==> src/rtl/uart_serial_port.sv <==
// UART front end for the processor serial port: 2-flop RX synchronizer, RX/TX 8N1 state
// machines, one show-ahead FIFO per direction, and sticky RX error flags.

module uart_serial_port_fifo #(
  parameter int WIDTH = 8,
  parameter int DEPTH = 16
) (
  input  logic             clock,
  input  logic             reset,
  input  logic             push,
  input  logic [WIDTH-1:0] push_data,
  input  logic             pop,
  output logic [WIDTH-1:0] head,
  output logic             empty,
  output logic             full
);
  localparam int AW   = $clog2(DEPTH);
  localparam int CNTW = AW + 1;

  logic [WIDTH-1:0] mem [DEPTH];
  logic [AW-1:0]    wr_ptr;
  logic [AW-1:0]    rd_ptr;
  logic [CNTW-1:0]  count;
  logic             do_push;
  logic             do_pop;

  assign empty   = (count == '0);
  assign full    = (count == CNTW'(DEPTH));
  assign do_push = push && !full;
  assign do_pop  = pop && !empty;
  assign head    = mem[rd_ptr];

  always_ff @(posedge clock) begin
    if (!reset) begin
      wr_ptr <= '0;
      rd_ptr <= '0;
      count  <= '0;
    end else begin
      if (do_push) wr_ptr <= wr_ptr + AW'(1);
      if (do_pop)  rd_ptr <= rd_ptr + AW'(1);
      case ({do_push, do_pop})
        2'b10:   count <= count + CNTW'(1);
        2'b01:   count <= count - CNTW'(1);
        default: count <= count;
      endcase
    end
  end

  always_ff @(posedge clock) begin
    if (do_push) mem[wr_ptr] <= push_data;
  end
endmodule

module uart_serial_port #(
  parameter int CLKS_PER_BIT = 434,
  parameter int FIFO_DEPTH   = 16
) (
  input  logic       clock,
  input  logic       reset,
  input  logic       uart_rx_in,
  output logic       uart_tx_out,
  output logic [7:0] rx_data_out,
  output logic       rx_valid_out,
  input  logic       rx_rden_in,
  input  logic [7:0] tx_data_in,
  input  logic       tx_wren_in,
  output logic       tx_ready_out,
  input  logic       err_clear_in,
  output logic       rx_overrun_out,
  output logic       rx_frame_err_out
);
  localparam int CW = $clog2(CLKS_PER_BIT) + 1;
  localparam logic [CW-1:0] BIT_LAST = CW'(CLKS_PER_BIT - 1);
  localparam logic [CW-1:0] HALF_M1  = CW'(CLKS_PER_BIT / 2 - 1);

  typedef enum logic [1:0] {RX_IDLE, RX_START, RX_DATA, RX_STOP} rx_state_t;
  typedef enum logic [1:0] {TX_IDLE, TX_START, TX_DATA, TX_STOP} tx_state_t;

  // ---------------- RX synchronizer ----------------
  logic rx_meta;
  logic rx_sync;

  always_ff @(posedge clock) begin
    if (!reset) begin
      rx_meta <= 1'b1;
      rx_sync <= 1'b1;
    end else begin
      rx_meta <= uart_rx_in;
      rx_sync <= rx_meta;
    end
  end

  // ---------------- RX FIFO ----------------
  logic       rx_push;
  logic       rx_empty;
  logic       rx_full;
  logic [7:0] rx_shift;

  uart_serial_port_fifo #(
    .WIDTH(8),
    .DEPTH(FIFO_DEPTH)
  ) u_rx_fifo (
    .clock    (clock),
    .reset    (reset),
    .push     (rx_push),
    .push_data(rx_shift),
    .pop      (rx_rden_in),
    .head     (rx_data_out),
    .empty    (rx_empty),
    .full     (rx_full)
  );

  assign rx_valid_out = !rx_empty;

  // ---------------- RX FSM ----------------
  rx_state_t     rx_state, rx_state_n;
  logic [CW-1:0] rx_cnt, rx_cnt_n;
  logic [2:0]    rx_bit, rx_bit_n;
  logic [7:0]    rx_shift_n;
  logic          rx_armed, rx_armed_n;
  logic          overrun_set;
  logic          frame_set;

  always_ff @(posedge clock) begin
    if (!reset) begin
      rx_state <= RX_IDLE;
      rx_cnt   <= '0;
      rx_bit   <= '0;
      rx_shift <= '0;
      rx_armed <= 1'b0;
    end else begin
      rx_state <= rx_state_n;
      rx_cnt   <= rx_cnt_n;
      rx_bit   <= rx_bit_n;
      rx_shift <= rx_shift_n;
      rx_armed <= rx_armed_n;
    end
  end

  // IDLE notices the low synchronized level one edge after it appears, so START begins
  // counting at 1 to keep every sample point referenced to the synchronized falling edge.
  always_comb begin
    rx_state_n  = rx_state;
    rx_cnt_n    = rx_cnt + CW'(1);
    rx_bit_n    = rx_bit;
    rx_shift_n  = rx_shift;
    rx_armed_n  = rx_armed;
    rx_push     = 1'b0;
    overrun_set = 1'b0;
    frame_set   = 1'b0;
    case (rx_state)
      RX_IDLE: begin
        rx_cnt_n = CW'(1);
        if (rx_sync) begin
          rx_armed_n = 1'b1;
        end else if (rx_armed) begin
          rx_state_n = RX_START;
        end
      end
      RX_START: begin
        if (rx_cnt == HALF_M1) begin
          rx_cnt_n = '0;
          if (rx_sync) begin
            rx_state_n = RX_IDLE;
          end else begin
            rx_state_n = RX_DATA;
            rx_bit_n   = '0;
          end
        end
      end
      RX_DATA: begin
        if (rx_cnt == BIT_LAST) begin
          rx_cnt_n   = '0;
          rx_shift_n = {rx_sync, rx_shift[7:1]};
          rx_bit_n   = rx_bit + 3'd1;
          if (rx_bit == 3'd7) rx_state_n = RX_STOP;
        end
      end
      RX_STOP: begin
        if (rx_cnt == BIT_LAST) begin
          rx_cnt_n   = '0;
          rx_state_n = RX_IDLE;
          rx_armed_n = 1'b0;
          if (!rx_sync)     frame_set   = 1'b1;
          else if (rx_full) overrun_set = 1'b1;
          else              rx_push     = 1'b1;
        end
      end
      default: rx_state_n = RX_IDLE;
    endcase
  end

  // ---------------- Sticky error flags (set beats clear) ----------------
  always_ff @(posedge clock) begin
    if (!reset) begin
      rx_overrun_out   <= 1'b0;
      rx_frame_err_out <= 1'b0;
    end else begin
      rx_overrun_out   <= overrun_set | (rx_overrun_out & ~err_clear_in);
      rx_frame_err_out <= frame_set | (rx_frame_err_out & ~err_clear_in);
    end
  end

  // ---------------- TX FIFO ----------------
  logic       tx_pop;
  logic       tx_empty;
  logic       tx_full;
  logic [7:0] tx_head;

  uart_serial_port_fifo #(
    .WIDTH(8),
    .DEPTH(FIFO_DEPTH)
  ) u_tx_fifo (
    .clock    (clock),
    .reset    (reset),
    .push     (tx_wren_in),
    .push_data(tx_data_in),
    .pop      (tx_pop),
    .head     (tx_head),
    .empty    (tx_empty),
    .full     (tx_full)
  );

  assign tx_ready_out = !tx_full;

  // ---------------- TX FSM ----------------
  tx_state_t     tx_state, tx_state_n;
  logic [CW-1:0] tx_cnt, tx_cnt_n;
  logic [2:0]    tx_bit, tx_bit_n;
  logic [7:0]    tx_shift, tx_shift_n;
  logic          tx_line, tx_line_n;

  always_ff @(posedge clock) begin
    if (!reset) begin
      tx_state <= TX_IDLE;
      tx_cnt   <= '0;
      tx_bit   <= '0;
      tx_shift <= '0;
      tx_line  <= 1'b1;
    end else begin
      tx_state <= tx_state_n;
      tx_cnt   <= tx_cnt_n;
      tx_bit   <= tx_bit_n;
      tx_shift <= tx_shift_n;
      tx_line  <= tx_line_n;
    end
  end

  assign uart_tx_out = tx_line;

  // The line register is loaded with the level of the state being entered, so each
  // bit is on the pin for exactly CLKS_PER_BIT cycles with no output glitches.
  always_comb begin
    tx_state_n = tx_state;
    tx_cnt_n   = tx_cnt + CW'(1);
    tx_bit_n   = tx_bit;
    tx_shift_n = tx_shift;
    tx_line_n  = tx_line;
    tx_pop     = 1'b0;
    case (tx_state)
      TX_IDLE: begin
        tx_cnt_n  = '0;
        tx_line_n = 1'b1;
        if (!tx_empty) begin
          tx_pop     = 1'b1;
          tx_shift_n = tx_head;
          tx_line_n  = 1'b0;
          tx_state_n = TX_START;
        end
      end
      TX_START: begin
        if (tx_cnt == BIT_LAST) begin
          tx_cnt_n   = '0;
          tx_bit_n   = '0;
          tx_line_n  = tx_shift[0];
          tx_state_n = TX_DATA;
        end
      end
      TX_DATA: begin
        if (tx_cnt == BIT_LAST) begin
          tx_cnt_n   = '0;
          tx_bit_n   = tx_bit + 3'd1;
          tx_shift_n = {1'b1, tx_shift[7:1]};
          if (tx_bit == 3'd7) begin
            tx_line_n  = 1'b1;
            tx_state_n = TX_STOP;
          end else begin
            tx_line_n = tx_shift[1];
          end
        end
      end
      TX_STOP: begin
        if (tx_cnt == BIT_LAST) begin
          tx_cnt_n = '0;
          if (!tx_empty) begin
            tx_pop     = 1'b1;
            tx_shift_n = tx_head;
            tx_line_n  = 1'b0;
            tx_state_n = TX_START;
          end else begin
            tx_line_n  = 1'b1;
            tx_state_n = TX_IDLE;
          end
        end
      end
      default: tx_state_n = TX_IDLE;
    endcase
  end
endmodule

==> config.mk <==
export PLATFORM = sky130hd
export DESIGN_NAME = uart_serial_port
export DESIGN_NICKNAME = d
export VERILOG_FILES = /design/src/rtl/uart_serial_port.sv
export SDC_FILE = /design/constraint.sdc
export NUM_CORES = 1
export LEC_CHECK = 0
export CAP_MARGIN = 20
export CORE_MARGIN = 2
export CORE_UTILIZATION = 40
export DETAILED_ROUTE_END_ITERATION = 10
export GPL_TIMING_DRIVEN = 0
export PLACE_DENSITY_LB_ADDON = 0.2
export SETUP_SLACK_MARGIN = 0.2
export SKIP_LAST_GASP = 1
export SYNTH_ARGS = -nofsm -noshare
export SYNTH_HDL_FRONTEND = slang
export SYNTH_SLANG_ARGS = --single-unit
==> constraint.sdc <==
create_clock -name clock -period 6.3 [get_ports clock]
set_input_delay 0.63 -clock clock [delete_from_list [all_inputs] [get_ports clock]]
set_output_delay 0.63 -clock clock [all_outputs]
set_load 0.02 [all_outputs]
==> results.yml, run 1 <==
layout:
  finalNonFillerCells: 1458
  layout_common_cells: "edfxtp_1, nor2_1, dfxtp_1, mux4_2, nand2_1"
  drive_gt1_frac: 0.158
  multi_input_area_um2: 4320
  area_growth_pct: 15.3
  final_cell_area_um2: 16200
  seq_area_um2: 9410
  final_common_cell: "edfxtp_1"
  n_antenna_cell: 0
  layout.nets: 1021
  nFillCells: 3018
worst_setup_path:
  cp_max_fo: 10
  cp.required_ps: 5670
  end_kind: "output pin"
  reg2reg_to: "u_rx_fifo.count[4]$_SDFFE_PN0P_"
  rrSetupSlack_ps: 2560
  critPathCapture: "rx_data_out[6]"
  timing_worst_setup_path_type: "reg2out"
  ff2ff_path_depth: 13
  start_kind: "flip-flop"
  worst_ep_arrival_time_ps: 3230
  r2r-start: "rx_cnt[0]$_SDFF_PN0_"
clock_tree:
  ctsHoldBuffers: 0
  cts_buffer_depth: 3
  root_buffer: "clkbuf_16"
  clock-sinks: 342
  cts_tree: "built"
  cts_resized: 0
  cts_max_level: 2
  clk_pin_slew_ps: 60
  clk_latency_ps: 520
  cts_buffers: 37
  cts_setup_buffers: 0
synth:
  synth.distinct_cells: 69
  syn_area_um2: 14000
  ys_ff_latch: 342
  async_flop_share: 0
  synth_ff_type: "edfxtp_1"
  synth_edf_count: 256
  ys_warn_count: 0
  synth_fp_nets: 950
  synthSimpleGateAreaFrac: 0.0814
  synth_top_family_by_area: "multiplexers"
  synth.area.mux_share: 0.130
  synth-xor-area-share: 0.0187
  avgSynthCellArea_um2: 15.5
  syn-instance-count: 903
  yosysSeqAreaShare: 0.671
  synthAdderAreaFrac: 0.0300
  synth_compound_area_frac: 0.0472
pwr:
  switchingPower_uw: 1290
  p_sw_frac: 0.237
  vdd_drop_max_mv: 0.166
  comb_power_share: 0.124
  internal_power_uw: 4150
  power.share.clock: 0.413
  seq_power_share: 0.463
  power.density_nw_per_um2: 337
  finalPower_uw: 5440
  p_leak_uw: 0.00539
sta:
  setup-tns-final_ps: 0
  worst_hold_slack_ps: 408
  worstMarginPinSlew_ps: 977
  maxSlewHeadroom: 0.346
  finalHoldViolations: 0
  fmax_mhz: 259
  finClkSkew_ps: 10.1
  fin_crit_sh: 0.613
  rsz0062_at_grt: "false"
  slew_viol_final: 0
  setup_viol: 0
  period_minus_slack_ps: 3860
global_routing:
  grt_usage: 0.166
  grt_pass1_wl_mm: 45.9
  gr-total-overflow: 0
  grt_max_degree: 19
  antenna_found_initial: 0
  grt_pass1_vias: 7651
placed_design:
  place_hpwl_mm: 19.3
  io_buffers: 25
  place_congestion: 0.785
  dp.cells: 1390
  place_area_um2: 14900
routing:
  drtIter0Drc: 517
  dr.pass1.iters: 5
  vias: 7623
  wl_per_cell_um: 20.0
  drt-vias-per-instance: 5.23
  routed_wl_mm: 29.2
  postRouteAntennaNets: 0
  drc: 0
floorplanning:
  start_util: 0.406
  die_h_um: 191
  die_w_um: 191
  core_area_um2: 34500
  dieArea_um2: 36600
  row_count: 68
  ios: 27
run_status:
  outcome: "completed"
run:
  maxCapViolCount: 0
min_path:
  hold_class: "reg2reg"
sequential cells by signal (all words and copies together), names as in the netlist, 2 cells and up, named ones only:
signal            flops
u_rx_fifo.rd_ptr      4
u_tx_fifo.count       5
tx_cnt               10
u_rx_fifo.count       5
tx_state              2
rx_cnt               10
u_tx_fifo.rd_ptr      4
tx_bit                3
rx_shift              8
u_tx_fifo.mem       128
rx_bit                3
tx_shift              8
u_rx_fifo.wr_ptr      4
u_rx_fifo.mem       128
u_tx_fifo.wr_ptr      4
synthesized netlist by cell type (10+ instances only):
master    count  area [um2]
a21oi_1      24         120
and3_1       10        62.6
buf_2        10        50.1
clkbuf_1     24        90.1
dfxtp_1      86        1720
edfxtp_1    256        7690
ha_1         32         400
inv_1        25        93.8
mux2i_1      38         380
mux4_2       61        1370
nand2_1      41         154
nand3_1      14        70.1
nor2_1       92         345
nor3_1       17        85.1
o21ai_0      10        50.1
o22ai_1      10        62.6
xnor2_1      12         105
xor2_1       18         158
worst max-delay path: stages, from the launching register on:
cell             delay, ps
dfxtp_1                300
clkbuf_1               310
buf_2                  430
mux4_2                 610
mux4_2                 480
clkdlybuf4s50_1        570
cell type report:
cell class | count | area share
Clock inverter | 12 | 0.0101
Timing Repair Buffer | 32 | 0.0181
Multi-Input combinational cell | 492 | 0.267
Buffer | 42 | 0.0125
Clock buffer | 56 | 0.0688
Tap cell | 455 | 0.0352
Sequential cell | 342 | 0.582
Inverter | 27 | 0.00627
worst min-delay path by stage:
| stage | startpoint | end | depth (start not counted) |
|---|---|---|---|
| 3_3_place_gp | rx_meta$_SDFF_PN1_ | rx_sync$_SDFF_PN1_ | 1 |
| 6_report | rx_meta$_SDFF_PN1_ | rx_sync$_SDFF_PN1_ | 1 |
| 5_1_grt | rx_meta$_SDFF_PN1_ | rx_sync$_SDFF_PN1_ | 1 |
| 4_1_cts | rx_meta$_SDFF_PN1_ | rx_sync$_SDFF_PN1_ | 1 |
| 2_1_floorplan | rx_meta$_SDFF_PN1_ | rx_sync$_SDFF_PN1_ | 1 |
| 3_5_place_dp | rx_meta$_SDFF_PN1_ | rx_sync$_SDFF_PN1_ | 1 |
per-layer routing:
layer | global-route usage | share of wire | up-vias
li1 | - | - | 3603
met4 | 0.0385 | 0.016 | 0
met5 | 0 | 0 | -
met1 | 0.226 | 0.45 | 3833
met3 | 0.0252 | 0.038 | 37
met2 | 0.282 | 0.50 | 150
kinds of logic (layout without fill, tap and decap cells):
group | after synthesis | count (layout)
AOI/OAI and AO/OA | 94 | 94
adders and majority gates | 33 | 33
muxes | 104 | 104
buffers and inverters | 69 | 169
DFF | 342 | 342
xor gates and xnor gates | 30 | 30
and+or+nand+nor | 231 | 231
power by group through the flow:
stage	combinational (uW)	clock, uW	sequential, uW
finish	674	2250	2520
global route	749	2380	2530
CTS	690	2290	2520
detailed placement	686	0	2570
global placement	677	0	2570
floorplan	493	0	2560
metrics by stage:
stage / setup WS (ps) / util
floorplan: 3300 / -
global placement: 2430 / 0.430
detailed placement: 2530 / 0.431
CTS: 2390 / 0.468
global route: 2260 / 0.468
finish: 2440 / 0.468
Power figures use the tool's default switching activity.
==> run 2, diff against run 1 <==
==> constraint.sdc (replaced) <==
create_clock -name clock -period 3.2 [get_ports clock]
set_input_delay 0.32 -clock clock [delete_from_list [all_inputs] [get_ports clock]]
set_output_delay 0.32 -clock clock [all_outputs]
set_load 0.02 [all_outputs]
==> results.yml, run 2 (synthesis gave the netlist of run 1 again) <==
routing:
  wl_per_cell_um: 19.7
  drc: 0
  postRouteAntennaNets: 0
  dr.pass1.iters: 7
  drt-vias-per-instance: 5.28
  routed_wl_mm: 28.9
  vias: 7750
  drtIter0Drc: 494
placed_design:
  io_buffers: 25
  place_congestion: 0.763
  place_hpwl_mm: 19.0
  place_area_um2: 14900
sta:
  fmax_mhz: 336
  rsz0062_at_grt: "true"
  finClkSkew_ps: 14.2
  fin_crit_sh: 0.930
  period_minus_slack_ps: 2980
  setup_viol: 0
  setup-tns-final_ps: 0
  worstMarginPinSlew_ps: 996
  finalHoldViolations: 0
  maxSlewHeadroom: 0.333
  slew_viol_final: 0
floorplanning:
  die_h_um: 191
  start_util: 0.406
  die_w_um: 191
  core_area_um2: 34500
  ios: 27
  row_count: 68
  dieArea_um2: 36600
global_routing:
  grt_usage: 0.162
  grt_pass1_wl_mm: 44.6
  grt_max_degree: 19
  antenna_found_initial: 0
  grt_pass1_vias: 7664
  gr-total-overflow: 0
worst_setup_path:
  cp.required_ps: 3650
  startpoint: "rx_cnt[1]$_SDFF_PN0_"
  rrSetupSlack_ps: 220
  reg2reg_to: "u_rx_fifo.count[4]$_SDFFE_PN0P_"
  start_kind: "flip-flop"
  r2r-start: "rx_cnt[1]$_SDFF_PN0_"
  critPathCapture: "u_rx_fifo.count[4]$_SDFFE_PN0P_"
  worst_ep_arrival_time_ps: 3420
  cp_max_fo: 6
  timing_worst_setup_path_type: "reg2reg"
  ff2ff_path_depth: 14
  end_kind: "flip-flop"
layout:
  final_common_cell: "edfxtp_1"
  final_cell_area_um2: 16400
  layout_common_cells: "edfxtp_1, nor2_1, dfxtp_1, mux4_2"
  n_antenna_cell: 0
  top_regs: "u_rx_fifo.mem x128, u_tx_fifo.mem x128"
  area_growth_pct: 17.2
  layout.nets: 1032
  drive_gt1_frac: 0.190
pwr:
  power.share.clock: 0.408
  internal_power_uw: 8240
  p_leak_uw: 0.00552
  power.density_nw_per_um2: 658
  vdd_drop_max_mv: 0.474
  p_sw_frac: 0.238
  seq_power_share: 0.460
  switchingPower_uw: 2570
  comb_power_share: 0.132
clock_tree:
  cts_buffers: 38
  cts_tree: "built"
  cts_buffer_depth: 3
  cts_max_level: 2
  root_buffer: "clkbuf_16"
  clock-sinks: 342
  clk_pin_slew_ps: 50
  ctsHoldBuffers: 0
  clk_latency_ps: 520
run_status:
  outcome: "completed"
min_path:
  hold_class: "in2reg"
run:
  maxCapViolCount: 0
-- run 2: through the flow --
step	hold slack (ps)	total power (uW)	std cells	setup slack [ps]	util
floorplan	386	6010	903	241	-
global placement	400	6380	1383	-243	0.430
detailed placement	414	6380	1391	-295	0.431
CTS	214	10800	1465	201	0.473
global route	272	11200	1469	108	0.476
finish	225	10800	1469	223	0.476
-- run 2: metal layers --
layer  part of all wire  vias up  global-route usage  wire length [um]
met5                  0        -                   0                 0
met4              0.024        0              0.0464               687
met3              0.049       54              0.0343              1430
met2               0.46      150               0.256             13300
met1               0.47     3921               0.226             13500
li1                   -     3625                   -                 -
-- run 2: area by class of cell --
cell class	instances	area, um2
plain buffers	42	260
clock buffers	52	1100
clock inverters	17	186
fillers	3043	18100
inverters	27	101
multi-input cells	492	4450
flip-flops and latches	342	9420
well taps	455	569
repair buffers	42	357
-- run 2: critical path, cell delays in order (launching register included) --
cell and delay, ps:
dfxtp_2 340, inv_1 80, ha_1 140, and2_4 140, nand4_1 200, nor4b_4 350, buf_4 170, inv_1 70
ha_4 190, ha_4 270, nor2b_2 160, o21ai_2 80, and3_1 190, or4_1 390, a21oi_1 130
-- run 2: power by group through the flow --
stage	clock [uW]	sequential (uW)	combinational, uW
after detailed placement	0	5060	1330
final	4410	4970	1430
after global placement	0	5050	1320
after global routing	4670	4980	1580
after CTS	4510	4960	1370
after floorplan	0	5040	971
-- run 2: worst min path at each step --
stage | from | to | slack [ps] | cells after the start
finish | reset | rx_sync$_SDFF_PN1_ | 230 | 2
global placement | rx_meta$_SDFF_PN1_ | rx_sync$_SDFF_PN1_ | 400 | 1
detailed placement | rx_meta$_SDFF_PN1_ | rx_sync$_SDFF_PN1_ | 410 | 1
floorplan | rx_meta$_SDFF_PN1_ | rx_sync$_SDFF_PN1_ | 390 | 1
CTS | reset | rx_sync$_SDFF_PN1_ | 210 | 2
global route | reset | rx_sync$_SDFF_PN1_ | 270 | 2
-- run 2: what timing repair did --
item,4_1_cts,5_1_grt
setup endpoints to repair,62,47
hold endpoints to repair,0,0
gates resized for setup,42,22
pin swaps,6,4
setup buffers,5,3
==> run 3, diff against run 2 <==
--- a/config.mk
+++ b/config.mk
@@ -5,9 +5,11 @@
 export SDC_FILE = /design/constraint.sdc
 export NUM_CORES = 1
 export LEC_CHECK = 0
+export ABC_CLOCK_PERIOD_IN_PS = 3200
 export CAP_MARGIN = 20
 export CORE_MARGIN = 2
 export CORE_UTILIZATION = 40
+export CTS_CLUSTER_SIZE = 20
 export DETAILED_ROUTE_END_ITERATION = 10
 export GPL_TIMING_DRIVEN = 0
 export PLACE_DENSITY_LB_ADDON = 0.2
==> results of run 3 <==
No change in the layout: final DEF, timing and power equal those of run 2.
